===== src/rtl/rs485_pkg.sv =====
// Shared types and helpers for the RS485 diagnostic receiver.
// Parity support in the receiver is compiled in with RS485_PARITY_EN.
package rs485_pkg;

  typedef enum logic [2:0] {
    IDLE   = 3'd0,
    START  = 3'd1,
    DATA   = 3'd2,
    PARITY = 3'd3,
    STOP   = 3'd4
  } rx_state_t;

  // 1'b0 selects even parity, 1'b1 odd parity
  localparam logic PARITY_ODD = 1'b0;

  typedef struct packed {
    logic frame;
    logic parity;
    logic overrun;
  } rx_err_t;

  function automatic int calc_div(input int clk_hz, input int baud, input int os);
    longint den;
    longint quo;
    den = longint'(baud) * longint'(os);
    quo = (longint'(clk_hz) + (den / 64'sd2)) / den;
    return (quo < 64'sd1) ? 32'sd1 : int'(quo);
  endfunction

  function automatic logic parity_ok(input logic [7:0] data, input logic pbit);
    return ((^data) ^ pbit) == PARITY_ODD;
  endfunction

endpackage


===== src/rtl/rs485_sync_sampler.sv =====
// Line synchroniser, oversampling tick divider and 3-sample majority voter.
module rs485_sync_sampler #(
  parameter int DIV         = 1,
  parameter int OVERSAMPLE  = 16,
  parameter int SYNC_STAGES = 2
) (
  input  logic clk,
  input  logic reset_n,
  input  logic serial,
  input  logic restart,
  output logic sample_tick,
  output logic mid_tick,
  output logic bit_value,
  output logic fall_edge
);
  localparam int CW = (DIV > 32'sd1) ? $clog2(DIV) : 32'sd1;
  localparam int TW = $clog2(OVERSAMPLE);
  localparam logic [CW-1:0] DIV_LAST = CW'(DIV - 32'sd1);
  localparam logic [TW-1:0] MID_IDX  = TW'((OVERSAMPLE / 32'sd2) + 32'sd1);
  localparam logic [TW-1:0] BIT_LAST = TW'(OVERSAMPLE - 32'sd1);

  logic [SYNC_STAGES-1:0] sync_r;
  logic [CW-1:0]          div_cnt_r;
  logic [TW-1:0]          bit_tick_r;
  logic [1:0]             hist_r;
  logic                   line_s;

  assign line_s      = sync_r[SYNC_STAGES-1];
  assign sample_tick = (div_cnt_r == {CW{1'b0}});
  // hist_r plus the live sample form the 3-deep window voted at the mid tick
  assign mid_tick    = sample_tick && (bit_tick_r == MID_IDX);
  assign bit_value   = (hist_r[1] & hist_r[0]) | (hist_r[1] & line_s) | (hist_r[0] & line_s);
  assign fall_edge   = sample_tick & hist_r[0] & ~line_s;

  // Synchroniser, tick divider, tick-in-bit position and sample history
  always_ff @(posedge clk or negedge reset_n) begin
    if (!reset_n) begin
      sync_r     <= {SYNC_STAGES{1'b1}};
      div_cnt_r  <= DIV_LAST;
      bit_tick_r <= {TW{1'b0}};
      hist_r     <= 2'b11;
    end else begin
      sync_r <= {sync_r[SYNC_STAGES-2:0], serial};
      if (restart || sample_tick) begin
        div_cnt_r <= DIV_LAST;
      end else begin
        div_cnt_r <= div_cnt_r - CW'(1'b1);
      end
      if (restart) begin
        bit_tick_r <= {TW{1'b0}};
      end else if (sample_tick) begin
        bit_tick_r <= (bit_tick_r == BIT_LAST) ? {TW{1'b0}} : bit_tick_r + TW'(1'b1);
      end
      if (sample_tick) begin
        hist_r <= {hist_r[0], line_s};
      end
    end
  end

endmodule


===== src/rtl/rs485_uart_rx.sv =====
// RS485 diagnostic-link receiver: 8-bit LSB-first frames to a valid/ready byte stream.
// Define RS485_PARITY_EN to expect a parity bit between data and stop.
module rs485_uart_rx
  import rs485_pkg::*;
#(
  parameter int CLK_FREQ_HZ = 120000000,
  parameter int BAUD        = 115200,
  parameter int OVERSAMPLE  = 16,
  parameter int SYNC_STAGES = 2
) (
  input  logic        clk,
  input  logic        reset_n,
  input  logic        rs485_pl_di,
  output logic [7:0]  data_o,
  output logic        valid_o,
  input  logic        ready_i,
  output logic        frame_err_o,
  output logic        parity_err_o,
  output logic        overrun_o,
  output logic [15:0] err_cnt_o,
  output logic        busy_o
);
  localparam int DIV = calc_div(CLK_FREQ_HZ, BAUD, OVERSAMPLE);

  rx_state_t   state_r, state_next_s;
  logic        sample_tick_s, mid_tick_s, bit_value_s, fall_edge_s, restart_s;
  logic [7:0]  shift_r, data_r;
  logic [2:0]  bit_cnt_r;
  logic        brk_r, brk_next_s, valid_r, busy_r, deliver_s, par_ok_s;
  rx_err_t     err_next_s, err_r;
  logic [15:0] err_cnt_r;

  assign restart_s = (state_r == IDLE) && fall_edge_s;

  rs485_sync_sampler #(
    .DIV         (DIV),
    .OVERSAMPLE  (OVERSAMPLE),
    .SYNC_STAGES (SYNC_STAGES)
  ) u_sampler (
    .clk         (clk),
    .reset_n     (reset_n),
    .serial      (rs485_pl_di),
    .restart     (restart_s),
    .sample_tick (sample_tick_s),
    .mid_tick    (mid_tick_s),
    .bit_value   (bit_value_s),
    .fall_edge   (fall_edge_s)
  );

`ifdef RS485_PARITY_EN
  logic par_bit_r;
  assign par_ok_s = parity_ok(shift_r, par_bit_r);

  // Captured parity bit of the current frame
  always_ff @(posedge clk or negedge reset_n) begin
    if (!reset_n) begin
      par_bit_r <= 1'b0;
    end else if ((state_r == PARITY) && mid_tick_s) begin
      par_bit_r <= bit_value_s;
    end
  end
`else
  assign par_ok_s = 1'b1;
`endif

  // Next-state, delivery and error decode
  always_comb begin
    state_next_s = state_r;
    brk_next_s   = 1'b0;
    deliver_s    = 1'b0;
    err_next_s   = rx_err_t'(3'b000);
    case (state_r)
      IDLE: begin
        if (fall_edge_s) state_next_s = START;
        else             state_next_s = IDLE;
      end
      START: begin
        if (mid_tick_s && bit_value_s) state_next_s = IDLE;
        else if (mid_tick_s)           state_next_s = DATA;
        else                           state_next_s = START;
      end
      DATA: begin
        if (mid_tick_s && (bit_cnt_r == 3'd7)) begin
`ifdef RS485_PARITY_EN
          state_next_s = PARITY;
`else
          state_next_s = STOP;
`endif
        end else begin
          state_next_s = DATA;
        end
      end
      PARITY: begin
`ifdef RS485_PARITY_EN
        if (mid_tick_s) state_next_s = STOP;
        else            state_next_s = PARITY;
`else
        state_next_s = IDLE;
`endif
      end
      STOP: begin
        // After a low stop bit, hold here until the line is high again
        if (brk_r) begin
          if (sample_tick_s && bit_value_s) begin
            state_next_s = IDLE;
          end else begin
            state_next_s = STOP;
            brk_next_s   = 1'b1;
          end
        end else if (mid_tick_s) begin
          err_next_s.parity = !par_ok_s;
          if (!bit_value_s) begin
            err_next_s.frame = 1'b1;
            state_next_s     = STOP;
            brk_next_s       = 1'b1;
          end else begin
            deliver_s    = par_ok_s;
            state_next_s = IDLE;
          end
        end else begin
          state_next_s = STOP;
        end
      end
      default: state_next_s = IDLE;
    endcase
    err_next_s.overrun = deliver_s && valid_r && !ready_i;
  end

  // State register
  always_ff @(posedge clk or negedge reset_n) begin
    if (!reset_n) state_r <= IDLE;
    else          state_r <= state_next_s;
  end

  // Shift register, bit counter, break flag and busy flag
  always_ff @(posedge clk or negedge reset_n) begin
    if (!reset_n) begin
      shift_r   <= 8'h00;
      bit_cnt_r <= 3'd0;
      brk_r     <= 1'b0;
      busy_r    <= 1'b0;
    end else begin
      brk_r  <= brk_next_s;
      busy_r <= (state_next_s != IDLE);
      if (state_r == START) begin
        bit_cnt_r <= 3'd0;
      end else if ((state_r == DATA) && mid_tick_s) begin
        bit_cnt_r <= bit_cnt_r + 3'd1;
        shift_r   <= {bit_value_s, shift_r[7:1]};
      end
    end
  end

  // Output holding register, error pulses and saturating error count
  always_ff @(posedge clk or negedge reset_n) begin
    if (!reset_n) begin
      data_r    <= 8'h00;
      valid_r   <= 1'b0;
      err_r     <= rx_err_t'(3'b000);
      err_cnt_r <= 16'h0000;
    end else begin
      err_r <= err_next_s;
      if (deliver_s && !err_next_s.overrun) begin
        data_r  <= shift_r;
        valid_r <= 1'b1;
      end else if (valid_r && ready_i) begin
        valid_r <= 1'b0;
      end
      if ((|{err_next_s.frame, err_next_s.parity, err_next_s.overrun}) && (err_cnt_r != 16'hFFFF)) begin
        err_cnt_r <= err_cnt_r + 16'd1;
      end
    end
  end

  assign data_o       = data_r;
  assign valid_o      = valid_r;
  assign frame_err_o  = err_r.frame;
  assign parity_err_o = err_r.parity;
  assign overrun_o    = err_r.overrun;
  assign err_cnt_o    = err_cnt_r;
  assign busy_o       = busy_r;

endmodule


===== config.mk =====
export PLATFORM = sky130hd
export DESIGN_NAME = rs485_uart_rx
export DESIGN_NICKNAME = d
export VERILOG_FILES = /design/src/rtl/rs485_pkg.sv /design/src/rtl/rs485_sync_sampler.sv /design/src/rtl/rs485_uart_rx.sv
export SDC_FILE = /design/constraint.sdc
export NUM_CORES = 1
export LEC_CHECK = 0
export CELL_PAD_IN_SITES_DETAIL_PLACEMENT = 0
export CELL_PAD_IN_SITES_GLOBAL_PLACEMENT = 2
export CORE_ASPECT_RATIO = 0.7
export CORE_MARGIN = 4
export CORE_UTILIZATION = 36
export CTS_CLUSTER_SIZE = 10
export DETAILED_ROUTE_END_ITERATION = 12
export PLACE_DENSITY = 0.87
export SYNTH_ARGS = -nofsm -noshare
export SYNTH_HDL_FRONTEND = slang
export SYNTH_SLANG_ARGS = --single-unit

===== constraint.sdc =====
create_clock -name clk -period 3 [get_ports clk]
set_clock_uncertainty 0.2 [all_clocks]
set_input_delay 0.45 -clock clk [delete_from_list [all_inputs] [get_ports clk]]
set_output_delay 0.45 -clock clk [all_outputs]
set_load 0.01 [all_outputs]

==> run summary, run 1 <==
Synthesis produced a netlist whose cell count is 236. Combinational logic burns 1.5% of the power. The number of remaining DRC errors came out at 0. The initial cell density of the core came out at 37.7%. For met3 alone, demand over resource in global routing was 4.87%. The total power came out at 1.51 mW. For flop-to-flop paths, the worst setup slack is 330 ps. Each instance of the synthesized netlist takes up on average 11.0 um^2. The layout filler cell count came out at 655. The number of max-cap violations is 0.

The TritonCTS clock tree is done. The worst endpoint data arrival time is 2680 ps. The die footprint is 8660 um^2. The headroom to the max-slew limit is 51.9%. The via total after detailed routing is 1,763. The routability-driven placement congestion ratio is 0.789. The fraction of power consumed by the clock network came out at 46.4%. The routing usage on met2 is 16.4%. The maximum fanout along the worst path came out at 15. The number of standard-cell rows in the floorplan is 25. The fraction of layout cells with a size suffix above 1 is 16.0%.

33 I/O pins were placed. The die extent in y is 79.1 um. For this design the total switching power over the nets is 0.315 mW. The remaining antenna violation count came out at 0.

The fraction of power spent switching nets is 20.9%. The routed design has 4790 um of wire. The class of the tightest hold or removal check is reg2reg. The total routing resource utilization after global routing came out at 12.7%. The final layout contains 287 nets. The average routed wire per standard cell came out at 12.8 um. The half-perimeter wire length of the detailed placement result came out at 3330 um. The worst setup path is captured at a register. The startpoint of the most critical hold path is u_sampler.sync_r[0]$_DFF_PN1_. Registers are responsible for 52.0% of the overall power. The final instance area is 3230 um^2.

The total of flip-flops plus latches after synthesis is 58. The peak-usage layer in the global routing report is met1. The final instance count without filler cells is 375. Leaving out fill and tap cells, the most frequent cell in the layout is dfrtp_1. The internal power came out at 1.19 mW. The transition time at the pin with the least slew margin is 719 ps. The count of cells resized by post-cts repair is 0. The via-per-instance ratio is 4.70. The final number of hold-violating endpoints came out at 0. The worst setup path startpoint is err_cnt_o[0]$_DFFE_PN0P_. In this run the static leakage power is 1.55 nW. The mapped cell area is 2600 um^2.

The core region area is 6880 um^2. The die width is 110 um. Setup repair after global routing left no endpoint under its margin.

After synthesis, flip-flops and latches occupy 56.1% of the total area. Port buffering added 31 buffers. STA puts the critical path data required time at 3010 ps. The number of buffers on the longest clock path came out at 2. The maximum number of pins on one net before global-route repair came out at 31. The total CTS buffers is 9. The setup slack of the critical path after layout came out at 329 ps. The post-placement cell count came out at 358. The repair_antennas step left the layout with diodes totalling 0.

The power density normalized to cell area is 467 nW/um^2. The first-pass GRT wire length is 8340 um. The combined flip-flop and latch cell area came out at 1460 um^2. The number of global-route vias before repair is 1,653. Once placement finished, the instance area stood at 3030 um^2. The clock period minus final worst setup slack is 2670 ps. Clock-pin slew was measured on the worst setup and hold paths at 60 ps. The kind of critical path is reg2reg. The final setup violation count is 0. Post-CTS timing repair inserted 0 buffers for setup. In the synthesized netlist the dominant register cell turns out to be dfrtp_1. The worst reg2reg path startpoint is err_cnt_o[0]$_DFFE_PN0P_. The insertion delay of the later-clocked pin in the worst-skew pair came out at 330 ps.

In the global route stage, met1 resource usage came out at 18.3%. The flow ran to the end, and the final reports show no timing, DRC or antenna violations. Yosys printed 0 warnings. After the first detailed-routing iteration, the DRC count stood at 59.

The root buffer cell chosen for the clock tree is clkbuf_8. The top cell types in the final layout, fill and taps aside, are dfrtp_1, nand2_1, clkdlybuf4s50_1. The fraction of synthesis flops using an asynchronous set or reset pin is 100%. The growth of design area from synthesis to finish came out at 24.4%.

The distinct cell type count after synthesis is 40. The clock drives 58 sinks. The number of detailed-route iterations in the first pass came out at 4.

The number of pins with negative max-slew slack in the final report came out at 0. In the final timing run, aggregate negative setup slack is 0 ps. The post-route clock period utilization is 89.0%.

The post-placement setup slack came out at 335 ps. The peak ir drop on the vdd network is 0.224 mV. The net count after synthesis came out at 247. The combined area of the multi-input logic cells came out at 1090 um^2. The timing-limited maximum frequency came out at 374 MHz. The initial antenna violation count is 0.

The H-tree depth reported by CTS is 3. The number of enable-type register cells in the synthesized netlist came out at 0. The critical path startpoint category is a register. The total global routing overflow came out at 0.
## power by group through the flow
| stage | registers (mW) | clock network, mW | logic, mW |
|---|---|---|---|
| after floorplan | 0.800 | 0 | 0.00192 |
| after global placement | 0.800 | 0 | 0.0231 |
| after detailed placement | 0.800 | 0 | 0.0234 |
| after CTS | 0.785 | 0.731 | 0.0245 |
| after global routing | 0.785 | 0.765 | 0.0271 |
| final | 0.785 | 0.701 | 0.0227 |
## cell families after synthesis
logic type	Yosys count	synth area share (%)
multiplexers	11	4.77
flip-flops	58	56.1
buffers and inverters	12	2.02
XOR/XNOR	21	7.08
other	1	0.144
AO/OA/AOI/OAI	14	4.29
adder cells (fa/ha/maj)	8	3.76
AND/OR/NAND/NOR	111	21.8
## area by class of cell
type | instances | area share, %
inverter | 6 | 0.697
timing repair buffer | 35 | 10.8
clock inverter | 5 | 1.67
tap | 94 | 3.64
clock buffer | 11 | 4.38
sequential | 58 | 45.1
multi-input combinational | 166 | 33.7
## metal layers
metal  routed length, um  vias to the layer above
met5                   0                        -
met3                 280                        8
met1                2540                      835
met4                  67                        0
met2                1900                       36
li1                    -                      884
## timing repair
action	CTS	global route
setup endpoints to repair	0	0
endpoints found under the hold margin	29	0
hold buffers	1	0
## worst max-delay path: stages (launching register included)
cell and delay [ps]:
dfrtp_1 430, ha_1 190, nand3_1 180, or3_1 490, o211ai_2 640, mux2_2 410
## final timing paths
path                                                        end  cells after the start
worst max-delay path                   err_cnt_o[1]$_DFFE_PN0P_                      5
worst min-delay path              u_sampler.sync_r[1]$_DFF_PN1_                      0
worst max register to register         err_cnt_o[1]$_DFFE_PN0P_                      5
worst min register to register    u_sampler.sync_r[1]$_DFF_PN1_                      0
max in group asynchronous       u_sampler.hist_r[0]$_DFFE_PN1N_                      3
min in group asynchronous             err_cnt_o[11]$_DFFE_PN0P_                      2
## sequential cells by signal, summed over array words and instances, names as in the netlist, 2 cells and up
| name | cells |
|---|---|
| err_cnt_o | 16 |
| data_o | 8 |
| shift_r | 8 |
| u_sampler.div_cnt_r | 7 |
| u_sampler.bit_tick_r | 4 |
| bit_cnt_r | 3 |
| state_r | 3 |
| u_sampler.hist_r | 2 |
| u_sampler.sync_r | 2 |
## per-stage QoR
stage,hold WS [ps],util [%]
finish,156,46.9
global route,158,46.9
CTS,157,46.9
detailed placement,147,44.0
global placement,147,44.0
floorplan,-45.6,-
## synthesized netlist by cell type, types with 2 or more instances
cell	instances	area share, %
nand2_1	42	6.1
xnor2_1	6	2.0
dfstp_2	5	5.1
clkbuf_1	2	0.29
a22o_1	2	0.67
mux2_2	11	4.8
o21ai_0	2	0.39
buf_2	3	0.58
nor2_1	22	3.2
dfrtp_1	53	51
inv_1	6	0.87
nand3b_1	2	0.58
nand2b_1	4	0.96
a31oi_1	2	0.48
ha_1	7	3.4
nor3_2	3	1.2
nor4_1	5	1.2
a21o_1	2	0.58
a211oi_1	2	0.58
or3_1	4	0.96
nand3_1	12	2.3
nor3_1	6	1.2
xor2_1	15	5.1
or4b_4	2	1.1
No activity file was read; power rests on OpenSTA's default activity.
==> run 2: changes to the inputs <==
- ABC_CLOCK_PERIOD_IN_PS: not set -> 3000
==> results of run 2 <==
The final DEF is identical to that of run 1; final timing and power are the same.
